### src/rtl/uart_cmd_parser.sv
// uart_cmd_parser
//   Assembles fixed-length command frames from a UART receiver byte stream.
//   The frame is SOF, CMD, ADDR, DATA_HI, DATA_LO and, when UART_CMD_CHKSUM_EN is
//   defined, a trailing XOR checksum byte. Each good frame is presented to the
//   consumer over a valid/ready handshake. Errors are reported as one-cycle pulses.
//
//   Build option: define UART_CMD_CHKSUM_EN for the 6-byte frame with checksum.
//   When it is undefined, the frame is 5 bytes and o_Chk_Err is tied low.
//
// Ports
//   i_CLK          system clock
//   i_RSTN         synchronous active-low reset
//   i_Rx_DV        byte strobe from the UART receiver (one cycle per byte)
//   i_Rx_Byte      received byte, valid while i_Rx_DV is high
//   o_Cmd_Valid    decoded command available
//   i_Cmd_Ready    consumer accepts the command
//   o_Cmd          command opcode
//   o_Addr         register address
//   o_Data         {DATA_HI, DATA_LO}
//   o_Chk_Err      pulse: checksum mismatch, frame dropped
//   o_Timeout_Err  pulse: inter-byte timeout, partial frame dropped
//   o_Overrun_Err  pulse: good frame dropped because a command was still pending
module uart_cmd_parser #(
  parameter logic [7:0]  SOF_BYTE     = 8'hA5,
  parameter int unsigned TIMEOUT_CLKS = 20000
) (
  input  logic        i_CLK,
  input  logic        i_RSTN,
  input  logic        i_Rx_DV,
  input  logic [7:0]  i_Rx_Byte,
  output logic        o_Cmd_Valid,
  input  logic        i_Cmd_Ready,
  output logic [7:0]  o_Cmd,
  output logic [7:0]  o_Addr,
  output logic [15:0] o_Data,
  output logic        o_Chk_Err,
  output logic        o_Timeout_Err,
  output logic        o_Overrun_Err
);

  typedef enum logic [2:0] {
    StSof, StCmd, StAddr, StDhi,
`ifdef UART_CMD_CHKSUM_EN
    StDlo, StChk
`else
    StDlo
`endif
  } state_e;

  localparam logic [15:0] TimeoutLast = 16'(TIMEOUT_CLKS - 1);

  state_e      state_q, state_d;
  logic [15:0] cnt_q, cnt_d;
  logic [7:0]  cmd_sh_q, cmd_sh_d;
  logic [7:0]  addr_sh_q, addr_sh_d;
  logic [7:0]  dhi_sh_q, dhi_sh_d;
  logic [7:0]  dlo_last;
  logic        valid_q, valid_d;
  logic [7:0]  cmd_q, cmd_d;
  logic [7:0]  addr_q, addr_d;
  logic [15:0] data_q, data_d;
  logic        to_err_q, to_err_d;
  logic        ov_err_q, ov_err_d;
  logic        frame_done;
  logic        load;
`ifdef UART_CMD_CHKSUM_EN
  logic [7:0]  acc_q, acc_d;
  logic [7:0]  dlo_sh_q, dlo_sh_d;
  logic        chk_err_q, chk_err_d;
`endif

  always_comb begin
    state_d    = state_q;
    cnt_d      = cnt_q;
    cmd_sh_d   = cmd_sh_q;
    addr_sh_d  = addr_sh_q;
    dhi_sh_d   = dhi_sh_q;
    frame_done = 1'b0;
    to_err_d   = 1'b0;
`ifdef UART_CMD_CHKSUM_EN
    acc_d      = acc_q;
    dlo_sh_d   = dlo_sh_q;
    chk_err_d  = 1'b0;
    dlo_last   = dlo_sh_q;
`else
    // Without a checksum byte, DATA_LO completes the frame straight off the bus.
    dlo_last   = i_Rx_Byte;
`endif

    // Inter-byte timer: idle in StSof, cleared by any byte; a byte on the
    // terminal count wins over the timeout.
    if (state_q == StSof) begin
      cnt_d = '0;
    end else if (i_Rx_DV) begin
      cnt_d = '0;
    end else if (cnt_q == TimeoutLast) begin
      cnt_d    = '0;
      to_err_d = 1'b1;
      state_d  = StSof;
    end else begin
      cnt_d = cnt_q + 16'd1;
    end

    if (i_Rx_DV) begin
      unique case (state_q)
        StSof: begin
          if (i_Rx_Byte == SOF_BYTE) begin
            state_d = StCmd;
`ifdef UART_CMD_CHKSUM_EN
            acc_d   = '0;
`endif
          end
        end
        StCmd: begin
          cmd_sh_d = i_Rx_Byte;
          state_d  = StAddr;
`ifdef UART_CMD_CHKSUM_EN
          acc_d    = acc_q ^ i_Rx_Byte;
`endif
        end
        StAddr: begin
          addr_sh_d = i_Rx_Byte;
          state_d   = StDhi;
`ifdef UART_CMD_CHKSUM_EN
          acc_d     = acc_q ^ i_Rx_Byte;
`endif
        end
        StDhi: begin
          dhi_sh_d = i_Rx_Byte;
          state_d  = StDlo;
`ifdef UART_CMD_CHKSUM_EN
          acc_d    = acc_q ^ i_Rx_Byte;
`endif
        end
`ifdef UART_CMD_CHKSUM_EN
        StDlo: begin
          dlo_sh_d = i_Rx_Byte;
          acc_d    = acc_q ^ i_Rx_Byte;
          state_d  = StChk;
        end
        StChk: begin
          state_d = StSof;
          if (i_Rx_Byte == acc_q) begin
            frame_done = 1'b1;
          end else begin
            chk_err_d = 1'b1;
          end
        end
`else
        StDlo: begin
          state_d    = StSof;
          frame_done = 1'b1;
        end
`endif
        default: state_d = StSof;
      endcase
    end

    // A good frame loads only if the output slot is empty or being drained now.
    load     = frame_done && (!valid_q || i_Cmd_Ready);
    ov_err_d = frame_done && !load;

    valid_d = valid_q;
    cmd_d   = cmd_q;
    addr_d  = addr_q;
    data_d  = data_q;
    if (load) begin
      valid_d = 1'b1;
      cmd_d   = cmd_sh_q;
      addr_d  = addr_sh_q;
      data_d  = {dhi_sh_q, dlo_last};
    end else if (valid_q && i_Cmd_Ready) begin
      valid_d = 1'b0;
    end
  end

  always_ff @(posedge i_CLK) begin
    if (!i_RSTN) begin
      state_q   <= StSof;
      cnt_q     <= '0;
      cmd_sh_q  <= '0;
      addr_sh_q <= '0;
      dhi_sh_q  <= '0;
      valid_q   <= 1'b0;
      cmd_q     <= '0;
      addr_q    <= '0;
      data_q    <= '0;
      to_err_q  <= 1'b0;
      ov_err_q  <= 1'b0;
`ifdef UART_CMD_CHKSUM_EN
      acc_q     <= '0;
      dlo_sh_q  <= '0;
      chk_err_q <= 1'b0;
`endif
    end else begin
      state_q   <= state_d;
      cnt_q     <= cnt_d;
      cmd_sh_q  <= cmd_sh_d;
      addr_sh_q <= addr_sh_d;
      dhi_sh_q  <= dhi_sh_d;
      valid_q   <= valid_d;
      cmd_q     <= cmd_d;
      addr_q    <= addr_d;
      data_q    <= data_d;
      to_err_q  <= to_err_d;
      ov_err_q  <= ov_err_d;
`ifdef UART_CMD_CHKSUM_EN
      acc_q     <= acc_d;
      dlo_sh_q  <= dlo_sh_d;
      chk_err_q <= chk_err_d;
`endif
    end
  end

  assign o_Cmd_Valid   = valid_q;
  assign o_Cmd         = cmd_q;
  assign o_Addr        = addr_q;
  assign o_Data        = data_q;
  assign o_Timeout_Err = to_err_q;
  assign o_Overrun_Err = ov_err_q;
`ifdef UART_CMD_CHKSUM_EN
  assign o_Chk_Err     = chk_err_q;
`else
  assign o_Chk_Err     = 1'b0;
`endif

endmodule

### config.mk
export PLATFORM = sky130hd
export DESIGN_NAME = uart_cmd_parser
export DESIGN_NICKNAME = d
export VERILOG_FILES = /design/src/rtl/uart_cmd_parser.sv
export SDC_FILE = /design/constraint.sdc
export NUM_CORES = 1
export LEC_CHECK = 0
export ABC_CLOCK_PERIOD_IN_PS = 2000
export CELL_PAD_IN_SITES_DETAIL_PLACEMENT = 1
export CELL_PAD_IN_SITES_GLOBAL_PLACEMENT = 1
export CORE_MARGIN = 2
export CORE_UTILIZATION = 40
export CTS_BUF_LIST = sky130_fd_sc_hd__clkbuf_16
export CTS_CLUSTER_SIZE = 16
export DETAILED_ROUTE_END_ITERATION = 7
export GPL_ROUTABILITY_DRIVEN = 0
export PLACE_DENSITY = 0.84
export SLEW_MARGIN = 20
export SYNTH_ARGS = -nofsm -noshare
export SYNTH_HDL_FRONTEND = slang
export SYNTH_SLANG_ARGS = --single-unit
### constraint.sdc
create_clock -name i_CLK -period 2 [get_ports i_CLK]
set_input_delay 0.3 -clock i_CLK [delete_from_list [all_inputs] [get_ports i_CLK]]
set_output_delay 0.3 -clock i_CLK [all_outputs]
set_load 0.05 [all_outputs]
# [After elaboration in Yosys (flattened, before gate mapping)]
# Index checks and enable logic that the tools add are counted.
[totals] register_bits=78 latchBits=0 ramBits=0 rom_bits=0 inputBits=12 out_inout_bits=36 word_cells=42 n_memories=0
[op_classes] addsub=1 n_mul=0 n_div=0 magnitude_cmp=0 eq_ne=6 n_shift=0 n_mux=10 bitwise=1 reduce_logical=13
[op_table] cell="$add A16 B1 Y16 const B" count=1
[op_table] cell="$eq A16 B15 Y1 const B" count=1
[op_table] cell="$mux W3" count=4
[op_table] cell="$pmux W3 S4" count=1
[op_table] cell="$eq A8 B8 Y1 const B" count=1
[op_table] cell="$eq A3 B2 Y1 const B" count=2
[op_table] cell="$reduce_and A2 Y1" count=3
[op_table] cell="$mux W1" count=5
[op_table] cell="$reduce_or A4 Y1" count=1
[op_table] cell="$eq A3 B1 Y1 const B" count=1
[op_table] cell="$eq A3 B3 Y1 const B" count=1
[op_table] cell="$logic_and A1 B1 Y1" count=3
[op_table] cell="$logic_not A3 Y1" count=1
[op_table] cell="$reduce_or A3 Y1" count=1
[op_table] cell="$logic_not A1 Y1" count=2
[op_table] cell="$reduce_bool A2 Y1" count=1
[op_table] cell="$logic_or A1 B1 Y1" count=1
[op_table] cell="$not A1 Y1" count=1

# [Logic depth before layout (Yosys ltp)]
# Gate-level depths: netlist of run 1.
[depth] ltp_word=6 depth_mapped=7 mapped_depth_nobuf=5

# [Least setup slack after synthesis of run 1]
# Ideal clock, no wire load.
[synth_timing] path_type="register to register" startpoint="reg cnt_q[5]" endpoint="reg cnt_q[14]" setup_time_ps=115 t_arrival_ps=1629 required_time_ps=1885 path_slack_ps=257 stages_incl_launch_ff=7 n_path_buf=2 period_less_slack_ps=1743 path_cell_list="dfxtp_1 > or4_4 > nor4_4 > or2_1 > buf_6 > buf_12 > nor2_1"
[synth_between] elab_chain_len=2
[synth_lines] item="from (decl)" line_no="53" text="logic [15:0] cnt_q, cnt_d;"
[synth_lines] item="from (signal assigned)" line_no="197" text="cnt_q <= cnt_d;"
[synth_lines] item="branches (longest 2 deep; another with $add A16 B1 Y16)"
# Several ways; the timed one is not identified.
# A chain may end at the register's enable or synchronous reset.

# [Worst setup path after layout of run 1]
[layout_timing] startpoint="reg data_q[1], in the netlist o_Data[1]" endpoint="out o_Data[1]"
[layout_lines] item="from (decl)" line_no="61" text="logic [15:0] data_q, data_d;"
[layout_lines] item="from (signal assigned)" line_no="204" text="data_q <= data_d;"
[layout_lines] item="to (decl)" line_no="35" text="output logic [15:0] o_Data,"
# No word-level cell between the ends.

==> flow_summary.json, run 1 <==
{
  "status": "complete, no violations",
  "cp_cell_sequence": "clkdlybuf4s50_1",
  "hp-class": "flip-flop to flip-flop",
  "synthCells": 361,
  "cp.required_ns": 1.70,
  "grt_usage_pct": 19.9,
  "holdWs_ns": 0.462,
  "grt_max_degree": 62,
  "grt_overflow": 0,
  "fin_util_pct": 52.5,
  "hold_depth": 2,
  "vias_per_cell": 5.03,
  "drv_slew": 0,
  "die_area_um2": 8500,
  "power_density_nw_per_um2": 778,
  "crit_slowest_cell": "clkdlybuf4s50_1",
  "slowest_delay_ns": 0.85,
  "seq_area_frac_synth_pct": 50.2,
  "synth_area_leaders": "dfxtp_1, nand2_1, a21boi_0",
  "critical_path_class": "flip-flop to output pin",
  "fp-row-count": 32,
  "root_buffer": "clkbuf_16",
  "ys_types": 36,
  "cts_tree": "yes",
  "setup-violations-final": 0,
  "start_util_pct": 40.7,
  "cp.buffers_inverters": 1,
  "cts.repair.resized": 0,
  "max-clock-path-buffers": 2,
  "fin_worst_skew_ns": 0.00536,
  "hp-start": "o_Addr[5]$_SDFFE_PN0P_",
  "r2r_setup_slack_ns": 0.19,
  "timing.critical_path.from": "o_Data[1]$_SDFFE_PN0P_",
  "core-area_um2": 7650,
  "cts-buffers-inserted": 9,
  "holdPathEnd": "o_Addr[5]$_SDFFE_PN0P_",
  "nNetsFinal": 425,
  "fillers": 904,
  "netlist_top_cells_count": "nand2_1, dfxtp_1, a21boi_0",
  "chipWidth_um": 92.2,
  "antenna_cells": 0,
  "netSwitchingFraction_pct": 22.1,
  "switchingPower_mw": 0.690,
  "max_freq_ghz": 0.548,
  "yosysMostFrequentCell": "nand2_1",
  "synth_edf_count": 0,
  "fin_crit_sh_pct": 91.2,
  "reg2reg_to": "state_q[1]$_SDFF_PN0_",
  "remaining_drc_errors": 0,
  "antenna_found_initial": 0,
  "area_growth_pct": 29.0,
  "yosysTopAreaCell": "dfxtp_1",
  "reg2reg_depth": 6,
  "routed_wl_um": 7970,
  "max-vdd-ir-drop_v": 0.000418,
  "worstPathArrival_ns": 1.52,
  "grt_pass1_vias": 2688,
  "seqPwrFrac_pct": 49.8,
  "ys_seq_elements": 78,
  "rsz0062_at_grt": "no",
  "syn_nets": 374,
  "fin_setup_tns_ns": 0,
  "pwr-share-clk_pct": 47.3,
  "synth-warning-count": 0,
  "ant_nets": 0,
  "ys.flop_type": "dfxtp_1",
  "netlist.area_leader.share_pct": 50.2,
  "post-dp-hpwl_um": 5420,
  "cts_hold_buf": 0,
  "cp_max_fo": 2,
  "worstSkewPairLatency_ns": 0.33,
  "first_pass_iters": 4,
  "cp_top_family": "buffers and inverters",
  "cts_setup_buffers": 0,
  "clk_transition_reported_paths_ns": 0.06,
  "reg2reg_from": "cnt_q[1]$_SDFF_PP0_",
  "worst_slew_pin_slew_ns": 0.549,
  "synth_area_per_cell_um2": 8.62,
  "syn_area_um2": 3110,
  "pwr-share-comb_pct": 2.9,
  "max-cap-violations": 0,
  "wl_per_cell_um": 15.4,
  "grt_pass1_wl_um": 13200,
  "leakage_nw": 1.27,
  "io_pins": 48,
  "path_depth": 1,
  "first_iter_violations": 81,
  "cts.sinks": 78,
  "h-tree-depth": 3,
  "finalHoldViolations": 0,
  "worst_setup_path_end_kind": "output pin",
  "slew_headroom_pct": 63.3,
  "intPower_mw": 2.43,
  "num_vias": 2609,
  "async_reset_ff_share_pct": 0,
  "die_h_um": 92.2,
  "min_period_ns": 1.82,
  "drive_above_1_share_pct": 8.39,
  "port_buffers": 46,
  "crit_path_start_kind": "flip-flop"
}
[state kept, by name (all words and copies together) (netlist names)]
register / flops
o_Data: 16
o_Addr: 8
o_Cmd_Valid: 1
o_Cmd: 8
addr_sh_q: 8
cnt_q: 16
o_Timeout_Err: 1
state_q: 3
dhi_sh_q: 8
cmd_sh_q: 8
o_Overrun_Err: 1
[metal layers]
layer,part of all wire [%],vias to the layer above,routed length [um],global-route usage (%)
li1,-,1294,-,-
met1,44,1253,3530,23.7
met2,51,48,4030,34.6
met3,3.0,14,236,3.62
met4,2.2,0,173,9.45
met5,0,-,0,0
[cell type report]
class | count | area, um2 | share of cell area (%)
Clock buffer | 9 | 225 | 5.61
Clock inverter | 7 | 41.3 | 1.03
Inverter | 5 | 18.8 | 0.468
Multi-Input combinational cell | 256 | 1420 | 35.4
Sequential cell | 78 | 1560 | 38.9
Tap cell | 102 | 128 | 3.18
Timing Repair Buffer | 62 | 618 | 15.4
[worst max-delay path by stage]
stage	slack (ns)	endpoint
floorplan	0.26	cnt_q[14]$_SDFF_PP0_
global placement	0.19	dhi_sh_q[4]$_SDFFE_PN0P_
detailed placement	0.006	addr_sh_q[6]$_SDFFE_PN0P_
CTS	0.17	o_Data[1]
global route	0.11	state_q[1]$_SDFF_PN0_
finish	0.18	o_Data[1]
[power by group through the flow]
stage               logic [mW]  registers (mW)  clock network [mW]
CTS                     0.0897            1.55                1.50
floorplan               0.0346            1.59                   0
global route            0.0952            1.55                1.57
finish                  0.0899            1.55                1.48
global placement        0.0888            1.59                   0
detailed placement      0.0889            1.59                   0
[metrics by stage]
step / cell area [um2] / total power, mW / worst slack (ns) / std cells
2_1_floorplan: 3110 / 1.62 / 0.257 / 361
3_3_place_gp: 3750 / 1.68 / 0.188 / 503
3_5_place_dp: 3750 / 1.68 / 0.00594 / 503
4_1_cts: 4010 / 3.15 / 0.172 / 519
5_1_grt: 4010 / 3.22 / 0.110 / 519
6_report: 4010 / 3.12 / 0.177 / 519
[layout by cell type (no fill, tap or decap), drive strengths merged]
| cell type | count |
|---|---|
| ha | 1 |
| nand2 | 115 |
| buf | 16 |
| nand4b | 1 |
| clkinv | 3 |
| clkbuf | 9 |
| inv | 7 |
| nand2b | 1 |
| or4 | 1 |
| clkinvlp | 2 |
| o311ai | 1 |
| xnor2 | 12 |
| nor4bb | 2 |
| nor3b | 3 |
| nor2b | 4 |
| dfxtp | 78 |
| nand3 | 7 |
| a21boi | 56 |
| nand4 | 6 |
| o21a | 3 |
| xor2 | 2 |
| and3b | 2 |
| nor3 | 5 |
| conb | 1 |
| and3 | 2 |
| or2 | 1 |
| clkdlybuf4s50 | 46 |
| or3b | 1 |
| o31a | 1 |
| and4bb | 1 |
| nand3b | 2 |
| a21oi | 1 |
| nor2 | 19 |
| nor4 | 5 |
[cells by family after synthesis]
| kind of cell | share of synthesized area, % |
|---|---|
| xor+xnor | 3.94 |
| other cells | 0.121 |
| buf+inv | 4.26 |
| fa+ha+maj | 0.402 |
| flops | 50.2 |
| simple gates | 26.1 |
| compound gates | 15.0 |
Note: power is estimated with default switching activity, not from simulation.
==> inputs of run 2 (changes only) <==
Settings changed: CORE_UTILIZATION 40 to 37, GPL_ROUTABILITY_DRIVEN 0 to not set, PLACE_DENSITY 0.84 to 0.79.
==> flow_summary.json, run 2 (synthesized netlist as in run 1, its figures left out) <==
{
  "grt_overflow": 0,
  "cts_setup_buffers": 0,
  "fillers": 957,
  "grt_usage_pct": 17.7,
  "layout_setup_ws_ns": 0.189,
  "core-area_um2": 8180,
  "ant_nets": 0,
  "cp.required_ns": 2.22,
  "pre_cts_slack_ns": 0.0895,
  "final_common_cell": "nand2_1",
  "slew_headroom_pct": 63.9,
  "finalHoldViolations": 0,
  "area_growth_pct": 29.7,
  "seq_area_um2": 1560,
  "crit_path_start_kind": "flip-flop",
  "stdcell_count": 520,
  "h-tree-depth": 3,
  "switchingPower_mw": 0.682,
  "min_period_ns": 1.81,
  "status": "complete, no violations",
  "root_buffer": "clkbuf_16",
  "num_vias": 2575,
  "routed_wl_um": 7530,
  "setup-violations-final": 0,
  "cts.repair.resized": 0,
  "power_density_nw_per_um2": 805,
  "cts_hold_buf": 0,
  "worst_slew_pin_slew_ns": 0.540,
  "cts-buffers-inserted": 9,
  "die_area_um2": 9160,
  "max_freq_ghz": 0.552,
  "start_util_pct": 38.1,
  "fin_area_um2": 4040,
  "seqPwrFrac_pct": 47.8,
  "leakage_nw": 1.27,
  "io_pins": 48,
  "port_buffers": 46,
  "drv_slew": 0,
  "placed_cells": 504,
  "grt_max_degree": 62,
  "fin_worst_skew_ns": 0.00799,
  "first_iter_violations": 134,
  "pwr-share-clk_pct": 49.5,
  "antenna_found_initial": 0,
  "holdWs_ns": 0.463,
  "rsz0062_at_grt": "no",
  "remaining_drc_errors": 0,
  "vias_per_cell": 4.95,
  "worst_setup_path_end_kind": "flip-flop",
  "critical_path_class": "flip-flop to flip-flop",
  "cp_max_fo": 6,
  "power_mw": 3.25,
  "first_pass_iters": 4,
  "cts_tree": "yes",
  "fin_setup_tns_ns": 0,
  "post-dp-hpwl_um": 5040,
  "fp-row-count": 33,
  "gp_congestion": 0.781,
  "intPower_mw": 2.57,
  "final_cell_mix": "nand2_1, dfxtp_1, a21boi_0",
  "wl_per_cell_um": 14.5,
  "pwr-share-comb_pct": 2.7,
  "worstPathArrival_ns": 2.03,
  "drive_above_1_share_pct": 8.19,
  "die_h_um": 95.7,
  "antenna_cells": 0,
  "grt_pass1_vias": 2539,
  "fin_util_pct": 49.4,
  "netSwitchingFraction_pct": 21.0,
  "worstSkewPairLatency_ns": 0.33,
  "hp-class": "flip-flop to flip-flop",
  "multiInputGateArea_um2": 1420,
  "placed_area_um2": 3730,
  "max-vdd-ir-drop_v": 0.000413,
  "nNetsFinal": 423,
  "chipWidth_um": 95.7,
  "cts.sinks": 78,
  "clk_transition_reported_paths_ns": 0.06,
  "max-clock-path-buffers": 2,
  "max-cap-violations": 0,
  "grt_pass1_wl_um": 12400,
  "fin_crit_sh_pct": 90.5
}
run 2: cell count changes in the layout (fill, tap and decap cells not counted), sizes merged:
| cell | delta |
|---|---|
| clkinv | +1 |
| buf | -2 |
| bufinv | +1 |
| inv | -2 |
run 2: power by group through the flow:
stage	sequential (mW)	clock (mW)	combinational, mW
final	1.55	1.61	0.0887
after global routing	1.55	1.72	0.0946
after CTS	1.55	1.64	0.0889
after detailed placement	1.59	0	0.0887
after global placement	1.59	0	0.0884
after floorplan	1.59	0	0.0346
run 2: worst paths after layout:
kind / slack, ns / start / cells after the start / end
max reg2reg: 0.19 / cnt_q[5]$_SDFF_PP0_ / 5 / state_q[1]$_SDFF_PN0_
min reg2reg: 0.46 / dhi_sh_q[1]$_SDFFE_PN0P_ / 2 / o_Data[9]$_SDFFE_PN0P_
min: 0.46 / dhi_sh_q[1]$_SDFFE_PN0P_ / 2 / o_Data[9]$_SDFFE_PN0P_
max: 0.19 / cnt_q[5]$_SDFF_PP0_ / 5 / state_q[1]$_SDFF_PN0_
run 2: routing by layer:
layer,wire [um],GRT usage (%),vias up,share of wire [%]
li1,-,-,1291,-
met1,3340,21.6,1246,44
met2,3910,31.0,33,52
met3,210,3.76,5,2.8
met4,66,5.71,0,0.88
met5,0,0,-,0
run 2: critical path, cell delays in order (launching register included):
cell and delay, ns:
dfxtp_1 0.36, or4_4 0.57, nor4_4 0.32, buf_4 0.18, nor3b_1 0.05, o31a_1 0.22
run 2: cell type report:
class	instances	area share (%)
Timing Repair Buffer	60	14.9
Clock buffer	9	5.58
Tap cell	105	3.26
Clock inverter	7	1.86
Sequential cell	78	38.7
Multi-Input combinational cell	256	35.2
Inverter	5	0.465
